$ cat src/rtl/anti_theft_pkg.sv
// ============================================================================
// anti_theft_pkg : interval codes, timer state encoding, default durations
// Rev 1.0
// ============================================================================
`default_nettype none

package anti_theft_pkg;

  localparam logic [1:0] INT_ARM    = 2'b00;
  localparam logic [1:0] INT_DRIVER = 2'b01;
  localparam logic [1:0] INT_PASS   = 2'b10;
  localparam logic [1:0] INT_ALARM  = 2'b11;

  typedef enum logic [1:0] {
    IDLE  = 2'b00,
    COUNT = 2'b01,
    DONE  = 2'b10
  } timer_state_t;

  localparam logic [3:0] T_ARM_DEFAULT    = 4'd6;
  localparam logic [3:0] T_DRIVER_DEFAULT = 4'd8;
  localparam logic [3:0] T_PASS_DEFAULT   = 4'd15;
  localparam logic [3:0] T_ALARM_DEFAULT  = 4'd10;

endpackage

`default_nettype wire

$ cat src/rtl/one_hz_gen.sv
// ============================================================================
// one_hz_gen : free-running prescaler, one-cycle tick every CLK_FREQ cycles
// Rev 1.0
// ============================================================================
`default_nettype none

module one_hz_gen #(
  parameter int CLK_FREQ = 50_000_000
) (
  input  logic clk,
  input  logic rst,
  input  logic i_clear,
  output logic o_tick
);

  localparam int CW = (CLK_FREQ > 2) ? $clog2(CLK_FREQ) : 1;
  localparam logic [CW-1:0] C_MAX = CW'(CLK_FREQ - 1);

  logic [CW-1:0] r_count;
  logic [CW-1:0] w_next;
  logic          r_tick;

  always_comb begin
    w_next = r_count + 1'b1;
    if (i_clear || r_count == C_MAX) begin
      w_next = '0;
    end
  end

  // Tick is registered against the next count so it is high exactly while r_count == C_MAX.
  always_ff @(posedge clk) begin
    if (rst) begin
      r_count <= '0;
      r_tick  <= 1'b0;
    end else begin
      r_count <= w_next;
      r_tick  <= (w_next == C_MAX);
    end
  end

  assign o_tick = r_tick;

endmodule

`default_nettype wire

$ cat src/rtl/anti_theft_timer.sv
// ============================================================================
// anti_theft_timer : countdown timer for the alarm FSM (expired, 1 Hz tick,
// seconds left). TIMER_REPROGRAM_EN enables the writable duration table.
// Rev 1.0
// ============================================================================
`default_nettype none

module anti_theft_timer
  import anti_theft_pkg::*;
#(
  parameter int         CLK_FREQ     = 50_000_000,
  parameter logic [3:0] T_ARM_DEF    = T_ARM_DEFAULT,
  parameter logic [3:0] T_DRIVER_DEF = T_DRIVER_DEFAULT,
  parameter logic [3:0] T_PASS_DEF   = T_PASS_DEFAULT,
  parameter logic [3:0] T_ALARM_DEF  = T_ALARM_DEFAULT
) (
  input  logic       clock,
  input  logic       reset,
  input  logic       start_timer,
  input  logic [1:0] interval,
  input  logic       reprogram,
  input  logic [1:0] time_param_sel,
  input  logic [3:0] time_value,
  output logic       expired,
  output logic       one_hz_enable,
  output logic [3:0] time_left
);

  timer_state_t r_state;
  logic         r_start_q;
  logic [1:0]   r_interval_q;
  logic [3:0]   r_time_left;
  logic         r_expired;
  logic [3:0]   w_entry;
  logic         w_load;
  logic         w_tick;

  assign w_load = start_timer && (!r_start_q || (interval != r_interval_q));

  one_hz_gen #(
    .CLK_FREQ (CLK_FREQ)
  ) u_one_hz_gen (
    .clk     (clock),
    .rst     (reset),
    .i_clear (w_load),
    .o_tick  (w_tick)
  );

`ifdef TIMER_REPROGRAM_EN
  logic [3:0] r_table [4];

  // Non-blocking write: a load in the same cycle still reads the old entry.
  always_ff @(posedge clock) begin
    if (reset) begin
      r_table[INT_ARM]    <= T_ARM_DEF;
      r_table[INT_DRIVER] <= T_DRIVER_DEF;
      r_table[INT_PASS]   <= T_PASS_DEF;
      r_table[INT_ALARM]  <= T_ALARM_DEF;
    end else if (reprogram) begin
      r_table[time_param_sel] <= time_value;
    end
  end

  assign w_entry = r_table[interval];
`else
  logic w_unused_reprog;
  assign w_unused_reprog = ^{reprogram, time_param_sel, time_value};

  always_comb begin
    w_entry = T_ARM_DEF;
    case (interval)
      INT_ARM:    w_entry = T_ARM_DEF;
      INT_DRIVER: w_entry = T_DRIVER_DEF;
      INT_PASS:   w_entry = T_PASS_DEF;
      INT_ALARM:  w_entry = T_ALARM_DEF;
      default:    w_entry = T_ARM_DEF;
    endcase
  end
`endif

  // Priority: start_timer low, then load, then the per-state countdown.
  always_ff @(posedge clock) begin
    if (reset) begin
      r_state      <= IDLE;
      r_start_q    <= 1'b0;
      r_interval_q <= 2'b00;
      r_time_left  <= 4'd0;
      r_expired    <= 1'b0;
    end else begin
      r_start_q    <= start_timer;
      r_interval_q <= interval;
      if (!start_timer) begin
        r_state     <= IDLE;
        r_time_left <= 4'd0;
        r_expired   <= 1'b0;
      end else if (w_load) begin
        r_state     <= COUNT;
        r_time_left <= w_entry;
        r_expired   <= 1'b0;
      end else begin
        case (r_state)
          IDLE: begin
            r_time_left <= 4'd0;
            r_expired   <= 1'b0;
          end
          COUNT: begin
            if (r_time_left == 4'd0) begin
              r_state   <= DONE;
              r_expired <= 1'b1;
            end else if (w_tick) begin
              r_time_left <= r_time_left - 4'd1;
            end
          end
          DONE: begin
            r_time_left <= 4'd0;
            r_expired   <= 1'b1;
          end
          default: begin
            r_state     <= IDLE;
            r_time_left <= 4'd0;
            r_expired   <= 1'b0;
          end
        endcase
      end
    end
  end

  assign expired       = r_expired;
  assign time_left     = r_time_left;
  assign one_hz_enable = w_tick;

endmodule

`default_nettype wire

$ cat config.mk
export PLATFORM = sky130hd
export DESIGN_NAME = anti_theft_timer
export DESIGN_NICKNAME = d
export VERILOG_FILES = /design/src/rtl/anti_theft_pkg.sv /design/src/rtl/one_hz_gen.sv /design/src/rtl/anti_theft_timer.sv
export SDC_FILE = /design/constraint.sdc
export NUM_CORES = 1
export LEC_CHECK = 0
export CORE_ASPECT_RATIO = 1.25
export CORE_MARGIN = 4
export CORE_UTILIZATION = 56
export CTS_CLUSTER_SIZE = 28
export DETAILED_ROUTE_END_ITERATION = 8
export PLACE_DENSITY = 0.78
export SYNTH_ARGS = -nofsm -noshare
export SYNTH_HDL_FRONTEND = slang
export SYNTH_SLANG_ARGS = --single-unit
$ cat constraint.sdc
create_clock -name clock -period 2.45 [get_ports clock]
set_clock_uncertainty 0.2 [all_clocks]
set_input_delay 0.245 -clock clock [delete_from_list [all_inputs] [get_ports clock]]
set_output_delay 0.245 -clock clock [all_outputs]
set_load 0.1 [all_outputs]
==> results.json <==
{
  "drc": 0,
  "post-route-min-period_ps": 2340,
  "reg2reg_from": "u_one_hz_gen.r_count[0]",
  "cts_inserted_buffers": 5,
  "startpoint": "u_one_hz_gen.r_count[0]",
  "detailedPlacementHpwl_mm": 2.91,
  "p_leak_nw": 0.838,
  "drt_iter0_markers": 84,
  "antenna_cells": 0,
  "yosys.area.top_type_share_pct": 39.0,
  "wl_met2_mm": 1.99,
  "worstSkewPairLatency_ps": 290,
  "cts_buffer_depth": 2,
  "worstHoldPathType": "reg -> reg",
  "design.core.area_um2": 3220,
  "synth.largest_area_cell": "dfxtp_1",
  "synth_nets": 241,
  "wl_met1_mm": 1.62,
  "grt-ovfl-total": 0,
  "synth_fa_ha_area_share_pct": 3.29,
  "yosysSeqAreaShare_pct": 39.0,
  "initial_core_util_pct": 58.9,
  "fmax_ghz": 0.428,
  "first_pass_iters": 4,
  "grt_antenna_before_repair": 0,
  "track_usage_pct": 20.2,
  "clk_pin_slew_worst_paths_ps": 70,
  "final_nets": 268,
  "dieArea_um2": 4390,
  "num_vias": 1597,
  "outcome": "completed",
  "max_cap_violations": 0,
  "drive_gt1_share_pct": 15.2,
  "cp_max_fo": 5,
  "die_h_um": 73.1,
  "crit_required_ps": 2430,
  "slew_headroom_pct": 67.4,
  "synth_compound_area_share_pct": 7.51,
  "synthMuxAreaShare_pct": 1.58,
  "ir_worst_vdd_v": 0.000483,
  "ys_ff_latch": 37,
  "topRoutingLayerUsed": "met4",
  "crit_arrival_ps": 2320,
  "drt-total-wl_mm": 3.86,
  "cts_max_level": 2,
  "cts_tree": "yes",
  "synth_edf_count": 0,
  "grt_pass1_vias": 1569,
  "post_synth.cell_area_avg_um2": 8.48,
  "grt_max_degree": 14,
  "finalCritPeriodShare_pct": 95.4,
  "setup_viol": 0,
  "wl_per_cell_um": 13.4,
  "port_buffers": 10,
  "path_class": "reg -> reg",
  "ys_top_cells_by_area": "dfxtp_1 (39%), xor2_1 (7.4%), nor2_1 (7.3%)",
  "final_max_slew_viol_count": 0,
  "yosys.area_share.simple_pct": 32.9,
  "synth_area_um2": 1900,
  "synth_common_cells": "dfxtp_1 (37), nor2_1 (37), nand2_1 (19), xor2_1 (16), nand3_1 (12)",
  "synth-main-ff-cell": "dfxtp_1",
  "die_w_um": 60.1,
  "syn_inst": 224,
  "route.met3.wl_um": 160,
  "cts_root_buffer": "clkbuf_8",
  "gp_congestion": 0.857,
  "finalHoldViolCount": 0,
  "worst_pin_slew_ps": 485,
  "synth_top_family_by_area": "simple AND/OR/NAND/NOR gates",
  "tns_ps": 0,
  "start_kind": "register",
  "rsz0062_at_grt": "no",
  "fillerInstances": 279,
  "ys.warnings.count": 0,
  "area_delta_synth_final_pct": 16.1,
  "worstHoldStart": "u_one_hz_gen.r_count[0]",
  "synthXorXnorAreaFrac_pct": 12.5,
  "ys_types": 43,
  "end_kind": "register",
  "rows": 23,
  "powerDensity_nw_per_um2": 497,
  "grt_pass1_wl_mm": 6.64,
  "power_mw": 1.10,
  "io_pins": 18,
  "clock_sinks": 37,
  "avgViaCountPerCell": 5.56,
  "ant_nets": 0,
  "whs_ps": 271,
  "synthArstFlopShare_pct": 0
}
==> per-layer routing <==
layer | up-vias | global-route usage [%]
met5 | - | 0
met4 | 0 | 8.62
met3 | 10 | 6.19
met2 | 26 | 35.3
met1 | 737 | 21.9
li1 | 824 | -
==> power by group <==
group	switching [mW]	leakage [nW]	internal, mW
combinational	0.0611	0.498	0.0344
clock	0.197	0.0399	0.187
sequential	0.00712	0.300	0.610
total	0.265	0.838	0.831
==> placed cells by master (no fill, tap or decap), types with 2 or more instances in the layout <==
master / count
nor3_1: 8
and3_1: 3
clkbuf_8: 5
nor4_1: 4
a31oi_1: 2
or4b_2: 2
o21ai_0: 5
mux2i_1: 3
or3b_2: 2
nand4b_1: 2
nor2b_1: 2
nand2_1: 19
xor2_1: 16
nor3b_1: 2
nand2b_1: 2
nand4_1: 6
ha_1: 5
xnor2_1: 11
nand3_1: 12
clkdlybuf4s50_1: 4
nor2_1: 37
buf_4: 22
or3_1: 2
inv_1: 10
a21oi_1: 5
a22oi_1: 2
dfxtp_1: 37
a21o_1: 2
==> worst max-delay path, stage by stage, from the launching register on <==
cell,delay (ps)
dfxtp_1,380
ha_1,220
nand2_1,90
or4_4,570
and4b_1,200
o21ai_0,270
a22oi_1,110
and4_1,200
==> sequential cells by signal (all words and copies together), names as in the netlist <==
name	cells
u_one_hz_gen.o_tick	1
r_interval_q	2
r_state	2
r_start_q	1
u_one_hz_gen.r_count	26
time_left	4
expired	1
==> repair_timing <==
action                                  4_1_cts  5_1_grt
gates resized for setup                       0        1
endpoints found under the setup margin        0        8
hold buffers                                  0        0
setup buffers                                 0        0
==> cell type report <==
class	count	area, µm²	area share [%]
Multi-Input combinational cell	171	1100	50.0
Sequential cell	37	741	33.6
Timing Repair Buffer	26	205	9.30
Clock buffer	5	68.8	3.12
Tap cell	37	46.3	2.10
Inverter	10	37.5	1.70
Clock inverter	1	5.00	0.227
==> stage by stage <==
stage / util, % / setup WS (ps) / instances / instance area [µm²]
5_1_grt: 68.4 / 28.2 / 287 / 2210
6_report: 68.4 / 112 / 287 / 2210
3_5_place_dp: 66.0 / 160 / 281 / 2130
3_3_place_gp: 66.0 / 180 / 281 / 2130
2_1_floorplan: - / 231 / 224 / 1900
4_1_cts: 68.2 / 149 / 287 / 2200
==> path summary, 6_finish.rpt <==
path,to,slack [ps],cells past startpoint
setup / recovery,u_one_hz_gen.o_tick,110,7
hold / removal,u_one_hz_gen.r_count[0],270,1
setup reg to reg,u_one_hz_gen.o_tick,110,7
hold reg to reg,u_one_hz_gen.r_count[0],270,1
==> cell families (layout without fill, tap and decap cells) <==
group / Yosys count / in the layout
fa+ha+maj: 5 / 5
mux: 3 / 3
xor+xnor: 27 / 27
flops: 37 / 37
buf+inv: 16 / 42
compound gates: 22 / 22
simple gates: 114 / 114
Power figures use the tool's default switching activity.
